File: src/rtl/fdiv_pkg.sv
// Shared types and defaults for the mod-N frequency divider sequencer.
// Build option FDIV_CTRL_RESYNC_EN (see fdiv_ctrl) adds a resync input.
package fdiv_pkg;

    typedef enum logic [1:0] {
        IDLE  = 2'd0,
        RUN   = 2'd1,
        DRAIN = 2'd2
    } fdiv_state_t;

    localparam int FDIV_W       = 3;
    localparam int FDIV_CW      = 8;
    localparam int FDIV_DEF_DIV = 5;

endpackage

File: src/rtl/fdiv_cnt.sv
// Mod-N period counter: counts 0..div and flags the last count of a period.
// Holds the active divide ratio; a load takes effect for the next period.
module fdiv_cnt
    import fdiv_pkg::*;
#(
    parameter int W       = FDIV_W,
    parameter int DEF_DIV = FDIV_DEF_DIV
) (
    input  logic         clk,
    input  logic         rst_b,
    input  logic         en,
    input  logic         clr,
    input  logic         load,
    input  logic [W-1:0] load_div,
    output logic [W-1:0] div,
    output logic         wrap
);

    logic [W-1:0] cnt;

    assign wrap = (cnt == div);

    always_ff @(posedge clk or negedge rst_b) begin
        if (!rst_b) begin
            cnt <= '0;
            div <= W'(DEF_DIV);
        end else begin
            if (clr)
                cnt <= '0;
            else if (en)
                cnt <= wrap ? '0 : cnt + 1'b1;
            if (load)
                div <= load_div;
        end
    end

endmodule

File: src/rtl/fdiv_ctrl.sv
// Divider sequencer: config handshake with period-boundary shadowing, start/stop FSM, tick and burst count.
// Define FDIV_CTRL_RESYNC_EN to add the resync input (restarts the period from RUN).
//
//   state | meaning
//   IDLE  | stopped, config loads directly, fdclk low
//   RUN   | counting periods, one fdclk tick per period
//   DRAIN | stop seen, finishing current period without ticks
module fdiv_ctrl
    import fdiv_pkg::*;
#(
    parameter int W       = FDIV_W,
    parameter int CW      = FDIV_CW,
    parameter int DEF_DIV = FDIV_DEF_DIV
) (
    input  logic          clk,
    input  logic          rst_b,
    input  logic          cfg_valid,
    output logic          cfg_ready,
    input  logic [W-1:0]  cfg_div,
    input  logic [CW-1:0] cfg_burst,
    input  logic          start,
    input  logic          stop,
`ifdef FDIV_CTRL_RESYNC_EN
    input  logic          resync,
`endif
    output logic          busy,
    output logic          fdclk,
    output logic          done
);

    localparam logic [1:0] ST_IDLE  = IDLE;
    localparam logic [1:0] ST_RUN   = RUN;
    localparam logic [1:0] ST_DRAIN = DRAIN;

    logic [1:0]    state;
    logic [W-1:0]  div_reg;
    logic [W-1:0]  shadow_div;
    logic [W-1:0]  div_src;
    logic [CW-1:0] burst_reg;
    logic [CW-1:0] shadow_burst;
    logic [CW-1:0] ticks;
    logic          pend;
    logic          bpend;
    logic          wrap;
    logic          in_idle;
    logic          in_run;
    logic          in_drain;
    logic          accept;
    logic          resync_take;
    logic          burst_hit;
    logic          period_end;
    logic          run_done;
    logic          drain_done;
    logic          exit_run;
    logic          cnt_en;
    logic          cnt_clr;
    logic          div_load;

    assign in_idle  = (state == ST_IDLE);
    assign in_run   = (state == ST_RUN);
    assign in_drain = (state == ST_DRAIN);

    assign cfg_ready = !pend;
    assign accept    = cfg_valid && !pend;
    assign busy      = in_run || in_drain;

`ifdef FDIV_CTRL_RESYNC_EN
    assign resync_take = in_run && resync && !stop;
`else
    assign resync_take = 1'b0;
`endif

    assign burst_hit  = (burst_reg != '0) && (ticks == burst_reg);
    assign period_end = (in_run || in_drain) && (wrap || resync_take);
    // Burst completion beats a simultaneous stop, so only one done is produced.
    assign run_done   = in_run && burst_hit && (wrap || resync_take);
    assign drain_done = in_drain && wrap;
    assign exit_run   = run_done || drain_done;

    assign cnt_en   = !in_idle;
    assign cnt_clr  = in_idle || exit_run || resync_take;
    // A pending shadow and a new accept are mutually exclusive, so pend selects the source.
    assign div_src  = pend ? shadow_div : cfg_div;
    assign div_load = (accept && (in_idle || exit_run)) || (pend && period_end);

    fdiv_cnt #(
        .W       (W),
        .DEF_DIV (DEF_DIV)
    ) u_cnt (
        .clk      (clk),
        .rst_b    (rst_b),
        .en       (cnt_en),
        .clr      (cnt_clr),
        .load     (div_load),
        .load_div (div_src),
        .div      (div_reg),
        .wrap     (wrap)
    );

    always_ff @(posedge clk or negedge rst_b) begin
        if (!rst_b) begin
            state        <= ST_IDLE;
            burst_reg    <= '0;
            ticks        <= '0;
            shadow_div   <= '0;
            shadow_burst <= '0;
            pend         <= 1'b0;
            bpend        <= 1'b0;
            fdclk        <= 1'b0;
            done         <= 1'b0;
        end else begin
            done  <= 1'b0;
            fdclk <= 1'b0;
            case (state)
                ST_IDLE: begin
                    if (accept)
                        burst_reg <= cfg_burst;
                    if (start) begin
                        state <= ST_RUN;
                        fdclk <= 1'b1;
                        ticks <= CW'(1);
                    end
                end
                ST_RUN: begin
                    if (run_done) begin
                        state <= ST_IDLE;
                        done  <= 1'b1;
                    end else if (stop) begin
                        state <= ST_DRAIN;
                    end else if (wrap || resync_take) begin
                        fdclk <= 1'b1;
                        ticks <= ticks + 1'b1;
                    end
                end
                ST_DRAIN: begin
                    if (wrap) begin
                        state <= ST_IDLE;
                        done  <= 1'b1;
                    end
                end
                default: state <= ST_IDLE;
            endcase

            // Config arriving while active is shadowed; the run's last edge settles it for the next start.
            if (!in_idle) begin
                if (exit_run) begin
                    if (accept)
                        burst_reg <= cfg_burst;
                    else if (bpend)
                        burst_reg <= shadow_burst;
                    bpend <= 1'b0;
                    pend  <= 1'b0;
                end else if (accept) begin
                    shadow_div   <= cfg_div;
                    shadow_burst <= cfg_burst;
                    pend         <= 1'b1;
                    bpend        <= 1'b1;
                end else if (pend && period_end) begin
                    pend <= 1'b0;
                end
            end
        end
    end

endmodule

File: config.mk
export PLATFORM = sky130hd
export DESIGN_NAME = fdiv_ctrl
export DESIGN_NICKNAME = d
export VERILOG_FILES = /design/src/rtl/fdiv_pkg.sv /design/src/rtl/fdiv_cnt.sv /design/src/rtl/fdiv_ctrl.sv
export SDC_FILE = /design/constraint.sdc
export NUM_CORES = 1
export LEC_CHECK = 0
export BUFFER_PORTS_ARGS = -buffer_cell sky130_fd_sc_hd__buf_2
export CORE_UTILIZATION = 35
export CTS_CLUSTER_SIZE = 30
export DETAILED_ROUTE_END_ITERATION = 12
export PLACE_DENSITY = 0.58
export SETUP_SLACK_MARGIN = 0.3
export SLEW_MARGIN = 15
export SYNTH_ARGS = -nofsm -noshare
export SYNTH_HDL_FRONTEND = slang
export SYNTH_SLANG_ARGS = --single-unit
File: constraint.sdc
create_clock -name clk -period 2.1 [get_ports clk]
set_input_delay 0.315 -clock clk [delete_from_list [all_inputs] [get_ports clk]]
set_output_delay 0.315 -clock clk [all_outputs]
set_load 0.005 [all_outputs]
==> results.md <==
- Status: complete, no violations
- Synth Warn #: 0
- R2R Setup Slk: 0.03 ns
- Main synth FF type: dfrtp_1
- Sink Count: 39
- Final non-filler cell total: 313
- CP max-delay cell: dfrtp_2
- DRT Pass-1 Iters: 5
- Post-synth EDFFs: 0
- Final Hold Fails: 0
- DIE WIDTH: 80.3 µm
- CTS root buffer: clkbuf_8
- H-tree depth: 2
- Cell chain of the critical path: xor2_1 -> nor4_2 -> and4_4 -> o21ai_4 -> nand2_4 -> buf_12 -> mux2_4
- Critical Path End: shadow_burst[7]
- Slew margin rel.: 0.662
- R2R depth: 7
- First-pass GRT wire length: 8330 µm
- Maxcap violations: 0
- Fin area: 2760 µm²
- Synthesized area: 2150 µm²
- DP Area: 2490 µm²
- Grt ovf: 0
- Site Rows: 28
- Placed cells: 296
- Clk_skew: 0.00583 ns
- Cell variety after synth: 51
- Tot GR Track Use: 0.174
- # setup viols final: 0
- Data required time of the worst path: 2.29 ns
- Die area: 6450 µm²
- Port Buffers: 19
- R2R Path End: shadow_burst[7]
- Async S/R FF share, synth: 1.00
- Routability cong.: 0.775
- Layout Nets: 258
- Maximum VDD drop: 505 µV
- Area leader, netlist: dfrtp_1
- Vias in the first global route: 1,653
- Final min period: 2.07 ns
- Crit path max fanout: 7
- Via count: 1,631
- Share of the synthesized area in the top cell type: 0.431
- Antenna Nets Post-Route: 0
- Max incr delay on CP: 0.44 ns
- Synth top area cells: dfrtp_1 43%, mux2_1 4.7%, o221a_1 3.7%
- Syn avg cell area: 11.2 µm²
- Worst-Skew Late Latency: 0.30 ns
- Wire per inst: 15.4 µm
- Leakage: 1.26 nW
- Hold Crit Class: primary input to asynchronous set/reset pin
- Area of the core: 5920 µm²
- Yosys reg bits: 39
- Syn Nets: 213
- Initial core utilization: 0.362
- Max Root-Sink Buffers: 2
- Worst slew pin tran: 0.507 ns
- PD cells: 1450 nW/µm²
- Detailed Route Iter0 Violations: 118
- Reg clk slew, reported paths: 0.08 ns
- Mapped Cells: 192
- Area added between synthesis and finish: 28.6%
- DR DRC count: 0
- Die Span Y: 80.3 µm
- Antenna diodes: 0
- RSZ-0062 raised after global routing: true
- Crit path from: burst_reg[1]
- Cts bufs inserted: 5
- CTS tree: done
- CP arrival: 2.25 ns
- Initial antenna violation count: 0
- Io pins: 20
- Sequential-to-total area share from yosys stat: 0.456
- Vias per cell: 5.21
- Largest net degree at the start of global routing: 40
- Worst Setup Path Type: flip-flop to flip-flop
- DP HPWL: 3330 µm
- WL final: 4840 µm
- Worst setup SP type: flip-flop
- Layout cell share with drive strength beyond 1: 0.408
- Final worst path period share: 0.985
- Final Slew Violations: 0
- Max Freq: 483 MHz
- Worst Setup End Kind: flip-flop
- Crit Reg-Reg Startpoint: burst_reg[1]
## per-layer routing
layer	up-vias	part of all wire	global-route usage
li1	801	-	-
met1	796	0.49	0.248
met2	26	0.47	0.260
met3	8	0.023	0.0341
met4	0	0.017	0.0589
met5	-	0	0
## worst max-delay path, delay by kind of cell (launching register included)
kind                   cells  cell delay [ns]
multiplexers               1             0.30
buffers and inverters      1             0.14
AO/OA/AOI/OAI              1             0.10
flip-flops                 1             0.44
XOR/XNOR                   1             0.16
AND/OR/NAND/NOR            3             0.81
## layout by cell type, fill, tap and decap left out, drive strengths merged, types with 3 or more instances in the layout
| master | Yosys | final |
|---|---|---|
| and3 | 6 | 6 |
| nand3 | 7 | 7 |
| o22a | 8 | 8 |
| o21ai | 4 | 4 |
| nand2 | 16 | 16 |
| ha | 5 | 5 |
| o221a | 7 | 7 |
| a31oi | 4 | 4 |
| mux2 | 17 | 17 |
| buf | 5 | 44 |
| nor2b | 3 | 3 |
| clkbuf | 1 | 5 |
| nor2 | 5 | 5 |
| nor4 | 3 | 3 |
| o211ai | 5 | 5 |
| xnor2 | 5 | 5 |
| xor2 | 9 | 9 |
| a21oi | 8 | 8 |
| dfrtp | 37 | 37 |
| inv | 9 | 9 |
## final cells by class
cell class / instances / area (µm²)
inverters: 9 / 33.8
well taps: 75 / 93.8
clock buffers: 5 / 68.8
repair buffers: 44 / 299
clock inverters: 3 / 67.6
flip-flops and latches: 39 / 982
multi-input cells: 138 / 1210
fillers: 536 / 3160
## synthesized netlist by cell type, drive strengths merged, types with 3 or more instances
| master | count |
|---|---|
| ha | 5 |
| nor2b | 3 |
| nor4 | 3 |
| xor2 | 9 |
| inv | 9 |
| and3 | 6 |
| a21oi | 8 |
| nor2 | 5 |
| buf | 5 |
| o22a | 8 |
| o221a | 7 |
| nand2 | 16 |
| o21ai | 4 |
| dfrtp | 37 |
| xnor2 | 5 |
| nand3 | 7 |
| mux2 | 17 |
| a31oi | 4 |
| o211ai | 5 |
## worst min-delay path by stage
stage | startpoint | end | slack (ns) | depth (start not counted)
after floorplan | rst_b | bpend | 0.02 | 0
after global placement | rst_b | ticks[0] | 0.41 | 2
after detailed placement | rst_b | ticks[0] | 0.41 | 2
after CTS | rst_b | ticks[0] | 0.09 | 2
after global routing | rst_b | burst_reg[1] | 0.10 | 2
final | rst_b | ticks[0] | 0.06 | 2
## timing repair
item                                    CTS  global route
setup buffers                             8             1
pin swaps                                 7             2
resized for setup                        12             5
endpoints found under the setup margin   31            34
hold buffers                              0             0
hold endpoints to repair                  0             0
## stage by stage
step | setup slack (ns) | hold WS, ns | TNS [ns] | util | power [mW]
floorplan | 0.138 | 0.0194 | 0 | - | 2.56
global placement | 0.0162 | 0.406 | 0 | 0.421 | 3.03
detailed placement | -0.0245 | 0.405 | -0.220 | 0.421 | 3.04
CTS | 0.0369 | 0.0852 | 0 | 0.462 | 3.98
global route | -0.0343 | 0.103 | -0.272 | 0.466 | 4.30
finish | 0.0316 | 0.0586 | 0 | 0.466 | 4.01
## cell families after synthesis
kind of cell    after synthesis  share of synthesized area
flops                        39                      0.456
mux                          19                      0.104
simple gates                 53                      0.142
xor+xnor                     14                     0.0571
compound gates               47                      0.182
buf+inv                      15                     0.0297
fa+ha+maj                     5                     0.0292
## power breakdown
part / internal [mW] / total (mW) / switching (mW)
sequential: 1.08 / 1.34 / 0.268
combinational: 1.02 / 1.91 / 0.885
clock: 0.474 / 0.755 / 0.281
Note: power is estimated with default switching activity, not from simulation.
